File: src/rtl/async_pkg.sv
// rtl/async_pkg.sv - shared types and defaults for the async sink bridge
package async_pkg;

  typedef enum logic {IDLE, ACK} async_sink_state_t;

  localparam int DEFAULT_SYNC_STAGES = 2;

endpackage

File: src/rtl/sync_ff_m.sv
// rtl/sync_ff_m.sv - N-flop reset-to-zero single-bit synchronizer
module sync_ff_m #(
  parameter int N = 2
) (
  input  logic clk,
  input  logic reset,
  input  logic d,
  output logic q
);

  logic [N-1:0] stage_q;
  logic [N-1:0] stage_d;

  always_comb begin
    stage_d = {stage_q[N-2:0], d};
  end

  always_ff @(posedge clk) begin
    if (reset) begin
      stage_q <= '0;
    end else begin
      stage_q <= stage_d;
    end
  end

  assign q = stage_q[N-1];

endmodule

File: src/rtl/async_sink_bridge_m.sv
// rtl/async_sink_bridge_m.sv - 4-phase bundled-data sink into a clocked valid/ready FIFO
// Optional handshake timeout with sticky err: define ASYNC_SINK_TIMEOUT_EN.
module async_sink_bridge_m
  import async_pkg::*;
#(
  parameter int WIDTH          = 32,
  parameter int DEPTH          = 4,
  parameter int SYNC_STAGES    = DEFAULT_SYNC_STAGES,
  parameter int TIMEOUT_CYCLES = 1024
) (
  input  logic                       clk,
  input  logic                       reset,
  input  logic                       in_req,
  input  logic [WIDTH-1:0]           in_data,
  output logic                       in_ack,
  output logic                       out_valid,
  output logic [WIDTH-1:0]           out_data,
  input  logic                       out_ready,
  output logic [$clog2(DEPTH+1)-1:0] count,
  output logic                       err
);

  localparam int AW = $clog2(DEPTH);
  localparam int CW = $clog2(DEPTH+1);

  if (DEPTH < 2 || (DEPTH & (DEPTH - 1)) != 0) begin : g_bad_depth
    $error("DEPTH must be a power of 2 and >= 2");
  end
  if (SYNC_STAGES < 2) begin : g_bad_sync
    $error("SYNC_STAGES must be >= 2");
  end
  if (TIMEOUT_CYCLES < 1) begin : g_bad_timeout
    $error("TIMEOUT_CYCLES must be >= 1");
  end

  logic req_s;

  sync_ff_m #(.N(SYNC_STAGES)) u_req_sync (
    .clk   (clk),
    .reset (reset),
    .d     (in_req),
    .q     (req_s)
  );

  async_sink_state_t state_q, state_d;
  logic [WIDTH-1:0]  mem_q [DEPTH];
  logic [AW-1:0]     wptr_q, wptr_d;
  logic [AW-1:0]     rptr_q, rptr_d;
  logic [CW-1:0]     count_q, count_d;
  logic              pend_q, pend_d;
  logic              wr_en;
  logic              pop;
  logic              full;

  // A captured word becomes visible to the consumer one clock after capture;
  // pend_q still occupies its slot so the full check must include it.
  always_comb begin
    full    = ({1'b0, count_q} + {{CW{1'b0}}, pend_q}) >= (CW+1)'(DEPTH);
    pop     = (count_q != '0) && out_ready;
    state_d = state_q;
    wr_en   = 1'b0;
    case (state_q)
      IDLE: begin
        if (req_s && !full) begin
          wr_en   = 1'b1;
          state_d = ACK;
        end
      end
      ACK: begin
        if (!req_s) begin
          state_d = IDLE;
        end
      end
      default: state_d = IDLE;
    endcase
    wptr_d  = wptr_q + AW'(wr_en);
    rptr_d  = rptr_q + AW'(pop);
    pend_d  = wr_en;
    count_d = count_q;
    case ({pend_q, pop})
      2'b10:   count_d = count_q + CW'(1);
      2'b01:   count_d = count_q - CW'(1);
      default: count_d = count_q;
    endcase
  end

  always_ff @(posedge clk) begin
    if (reset) begin
      state_q <= IDLE;
      wptr_q  <= '0;
      rptr_q  <= '0;
      count_q <= '0;
      pend_q  <= 1'b0;
    end else begin
      state_q <= state_d;
      wptr_q  <= wptr_d;
      rptr_q  <= rptr_d;
      count_q <= count_d;
      pend_q  <= pend_d;
    end
  end

  always_ff @(posedge clk) begin
    if (wr_en) begin
      mem_q[wptr_q] <= in_data;
    end
  end

  assign in_ack    = (state_q == ACK);
  assign out_valid = (count_q != '0);
  assign out_data  = mem_q[rptr_q];
  assign count     = count_q;

`ifdef ASYNC_SINK_TIMEOUT_EN
  localparam int TW = $clog2(TIMEOUT_CYCLES + 1);

  logic [TW-1:0] tmo_q, tmo_d;
  logic          err_q, err_d;

  always_comb begin
    tmo_d = tmo_q;
    err_d = err_q;
    if (state_q == IDLE && state_d == ACK) begin
      tmo_d = '0;
    end else if (state_q == ACK && tmo_q != TW'(TIMEOUT_CYCLES)) begin
      tmo_d = tmo_q + TW'(1);
    end
    if (state_q == ACK && tmo_d == TW'(TIMEOUT_CYCLES)) begin
      err_d = 1'b1;
    end
  end

  always_ff @(posedge clk) begin
    if (reset) begin
      tmo_q <= '0;
      err_q <= 1'b0;
    end else begin
      tmo_q <= tmo_d;
      err_q <= err_d;
    end
  end

  assign err = err_q;
`else
  assign err = 1'b0;
`endif

endmodule
File: config.mk
export PLATFORM = sky130hd
export DESIGN_NAME = async_sink_bridge_m
export DESIGN_NICKNAME = d
export VERILOG_FILES = /design/src/rtl/async_pkg.sv /design/src/rtl/sync_ff_m.sv /design/src/rtl/async_sink_bridge_m.sv
export SDC_FILE = /design/constraint.sdc
export NUM_CORES = 1
export LEC_CHECK = 0
export BUFFER_PORTS_ARGS = -buffer_cell sky130_fd_sc_hd__buf_2
export CAP_MARGIN = 20
export CELL_PAD_IN_SITES_DETAIL_PLACEMENT = 2
export CELL_PAD_IN_SITES_GLOBAL_PLACEMENT = 2
export CORE_ASPECT_RATIO = 1.4
export CORE_MARGIN = 2
export CORE_UTILIZATION = 30
export CTS_BUF_LIST = sky130_fd_sc_hd__clkbuf_16
export DETAILED_ROUTE_END_ITERATION = 6
export PLACE_DENSITY_LB_ADDON = 0.12
export SETUP_SLACK_MARGIN = 0.4
export SYNTH_ARGS = -nofsm -noshare
export SYNTH_HDL_FRONTEND = slang
export SYNTH_SLANG_ARGS = --single-unit
File: constraint.sdc
create_clock -name clk -period 9.26 [get_ports clk]
set_clock_uncertainty 0.05 [all_clocks]
set_input_delay 0.463 -clock clk [delete_from_list [all_inputs] [get_ports clk]]
set_output_delay 0.463 -clock clk [all_outputs]
set_load 0.03 [all_outputs]
==> results.cfg <==
[place]
hpwlAfterDp_mm = 6.41
gp_congestion = 0.638
portBuffers = 72
pre_cts_ws_ns = 6.68

[detailed_routing]
dr_total_vias = 2429
drt-wirelength-per-cell_um = 20.0
via_per_inst = 4.64
drtIter0Drc = 124
drtAntennaViolNets = 0
wl_mm = 10.4
drc = 0
first_pass_iters = 4

[clock_network]
cts_resized = 0
cts_tree = done
h-tree-depth = 4
cts_inserted_buffers = 17
clkSinkCount = 139
ctsHoldBuffers = 0
root_buffer = clkbuf_16
post-cts-setup-buffer-count = 0
cts_buffer_depth = 2
clkLatencyLatePin_ns = 0.42
path_clk_slew_ns = 0.06

[worst_hold_path]
min_to = mem_q[3][27]
hp-start = in_data[27]
hp-class = primary input to flop
worstHoldPathCells = 1

[cells_and_area]
area_growth_pct = 21.7
drive_gt1_share_pct = 43.3
final.fill_count = 1616
final_util_pct = 37.4
nNetsFinal = 346

[timing]
finalCritPeriodShare_pct = 31.3
timing.final.hold_violations = 0
setup_violations = 0
fin_crit_ns = 2.89
relSlewSlack_pct = 36.1
tns_ns = 0
setup_ws_ns = 6.37
drv_slew = 0
max_freq_ghz = 0.346
rsz0062_at_grt = false
tightestPinTransition_ns = 0.958

[power]
vdd_drop_max_v = 0.000108
p_leak_nw = 2.12
p_per_area_nw_per_um2 = 240

[grt]
grt_use_total_pct = 12.7
grt_antenna_before_repair = 2
grt_max_degree = 34
grt_pass1_wl_mm = 16.3
grt_overflow_total = 0
grt_pass1_vias = 2793

[critical_path]
arrival_ns = 2.38
slowest_delay_ns = 0.66
cp_max_fo = 19
rr_endpoint = mem_q[1][19]
crit_slowest_cell = dfxtp_2
path_cells = buf_4, mux4_1, buf_2
reg2reg_depth = 4
start_kind = flop
crit_family = buffers and inverters
critical_path_required_ns = 8.75
worstReg2RegStart = count[1]
r2r_setup_slack_ns = 6.96
crit_buf_inv = 2
end_kind = output pin
crit_type = flop to output pin
crit_start = rptr_q[0]

[floorplan]
start_util_pct = 30.7
die_area_sq_um = 18200
die_y_um = 159
rows = 56
core_sq_um = 16700
io_pins = 74
die_x_um = 115

[synthesis]
synth.avg_cell_area_sq_um = 23.4
synth-seq-cells = 139
synth_top_cells_by_count = edfxtp_1, mux4_2, dfxtp_1
synthCells = 220
synth_enable_flop_cells = 128
synth_top_area_cell = edfxtp_1
syn_nets = 260
yosysMostFrequentCell = edfxtp_1
syn-cell-area_sq_um = 5140
synth_top_area_share_pct = 74.8
async_reset_ff_share_pct = 0
synthTopCellsByArea = edfxtp_1, mux4_2, dfxtp_1
synth_cell_types = 26
ys.flop_type = edfxtp_1
yosys_warnings = 0
yosysSeqAreaShare_pct = 79.0

[job]
cap_violations = 0

[run_status]
status = complete, no violations
## power breakdown
part	leakage [nW]	total, W	switching, W	internal, W
logic	0.591	0.000162	0.0000969	0.0000652
clock network	0.283	0.000626	0.000240	0.000386
registers	1.25	0.000710	0.0000134	0.000697
total	2.12	0.00150	0.000351	0.00115
## per-layer routing
metal	track usage [%]	up-vias	part of all wire, %
met1	13.3	1278	38
met3	4.66	17	4.7
li1	-	1074	-
met2	21.9	58	56
met5	0	-	0.067
met4	6.32	2	2.0
## logic make-up (layout without fill, tap and decap cells)
group	Yosys count	count (layout)	synth area share, %
xor gates and xnor gates	4	4	0.682
muxes	32	32	14.2
and+or+nand+nor	21	21	2.14
AOI/OAI and AO/OA	4	4	0.389
adders and majority gates	4	4	1.12
buffers and inverters	15	114	2.39
DFF	139	139	79.0
other	1	2	0.0729
## stage by stage
| step | area (sq um) | hold WS (ns) | power (W) | std cells |
|---|---|---|---|---|
| 2_1_floorplan | 5140 | 0.364 | 0.000849 | 220 |
| 3_3_place_gp | 5710 | 0.383 | 0.000889 | 490 |
| 3_5_place_dp | 5710 | 0.386 | 0.000892 | 490 |
| 4_1_cts | 6250 | 0.182 | 0.00153 | 522 |
| 5_1_grt | 6250 | 0.192 | 0.00156 | 523 |
| 6_report | 6250 | 0.208 | 0.00150 | 523 |
## registers in the layout (all words and copies together), names as in the netlist
signal and count:
wptr_q 2, u_req_sync.stage_q 2, rptr_q 2, count 3
in_ack 1, pend_q 1, mem_q 128
## worst max-delay path by stage
stage	slack (ns)	to	depth (start not counted)
final	6.37	out_data[30]	3
after global routing	6.13	out_data[30]	3
after global placement	6.69	out_data[30]	3
after floorplan	5.59	mem_q[1][0]	3
after detailed placement	6.68	out_data[30]	3
after CTS	6.21	out_data[30]	3
## cells in the final DEF (no fill, tap or decap), types with 2 or more instances in the layout
master | netlist | layout
edfxtp_1 | 128 | 128
buf_2 | 2 | 72
mux4_2 | 30 | 30
clkbuf_16 | 0 | 17
inv_1 | 5 | 9
dfxtp_1 | 11 | 9
nor2_1 | 7 | 7
clkinv_2 | 0 | 5
buf_4 | 2 | 5
nor2b_1 | 4 | 4
a21oi_1 | 3 | 3
ha_1 | 3 | 3
clkinv_1 | 0 | 3
nand3_1 | 2 | 2
mux4_1 | 2 | 2
nor3b_2 | 0 | 2
or3_1 | 2 | 2
xor2_1 | 2 | 2
xnor2_1 | 2 | 2
bufinv_16 | 0 | 2
dfxtp_2 | 0 | 2
## layout make-up
cell class	count	area [sq um]	area share [%]
Clock buffer	17	425	6.80
Timing Repair Buffer	77	398	6.36
Clock inverter	15	119	1.90
Sequential cell	139	4070	65.0
Inverter	5	18.8	0.300
Antenna cell	1	2.50	0.0400
Tap cell	203	254	4.06
Multi-Input combinational cell	66	971	15.5
(Power assumes the default switching activity.)
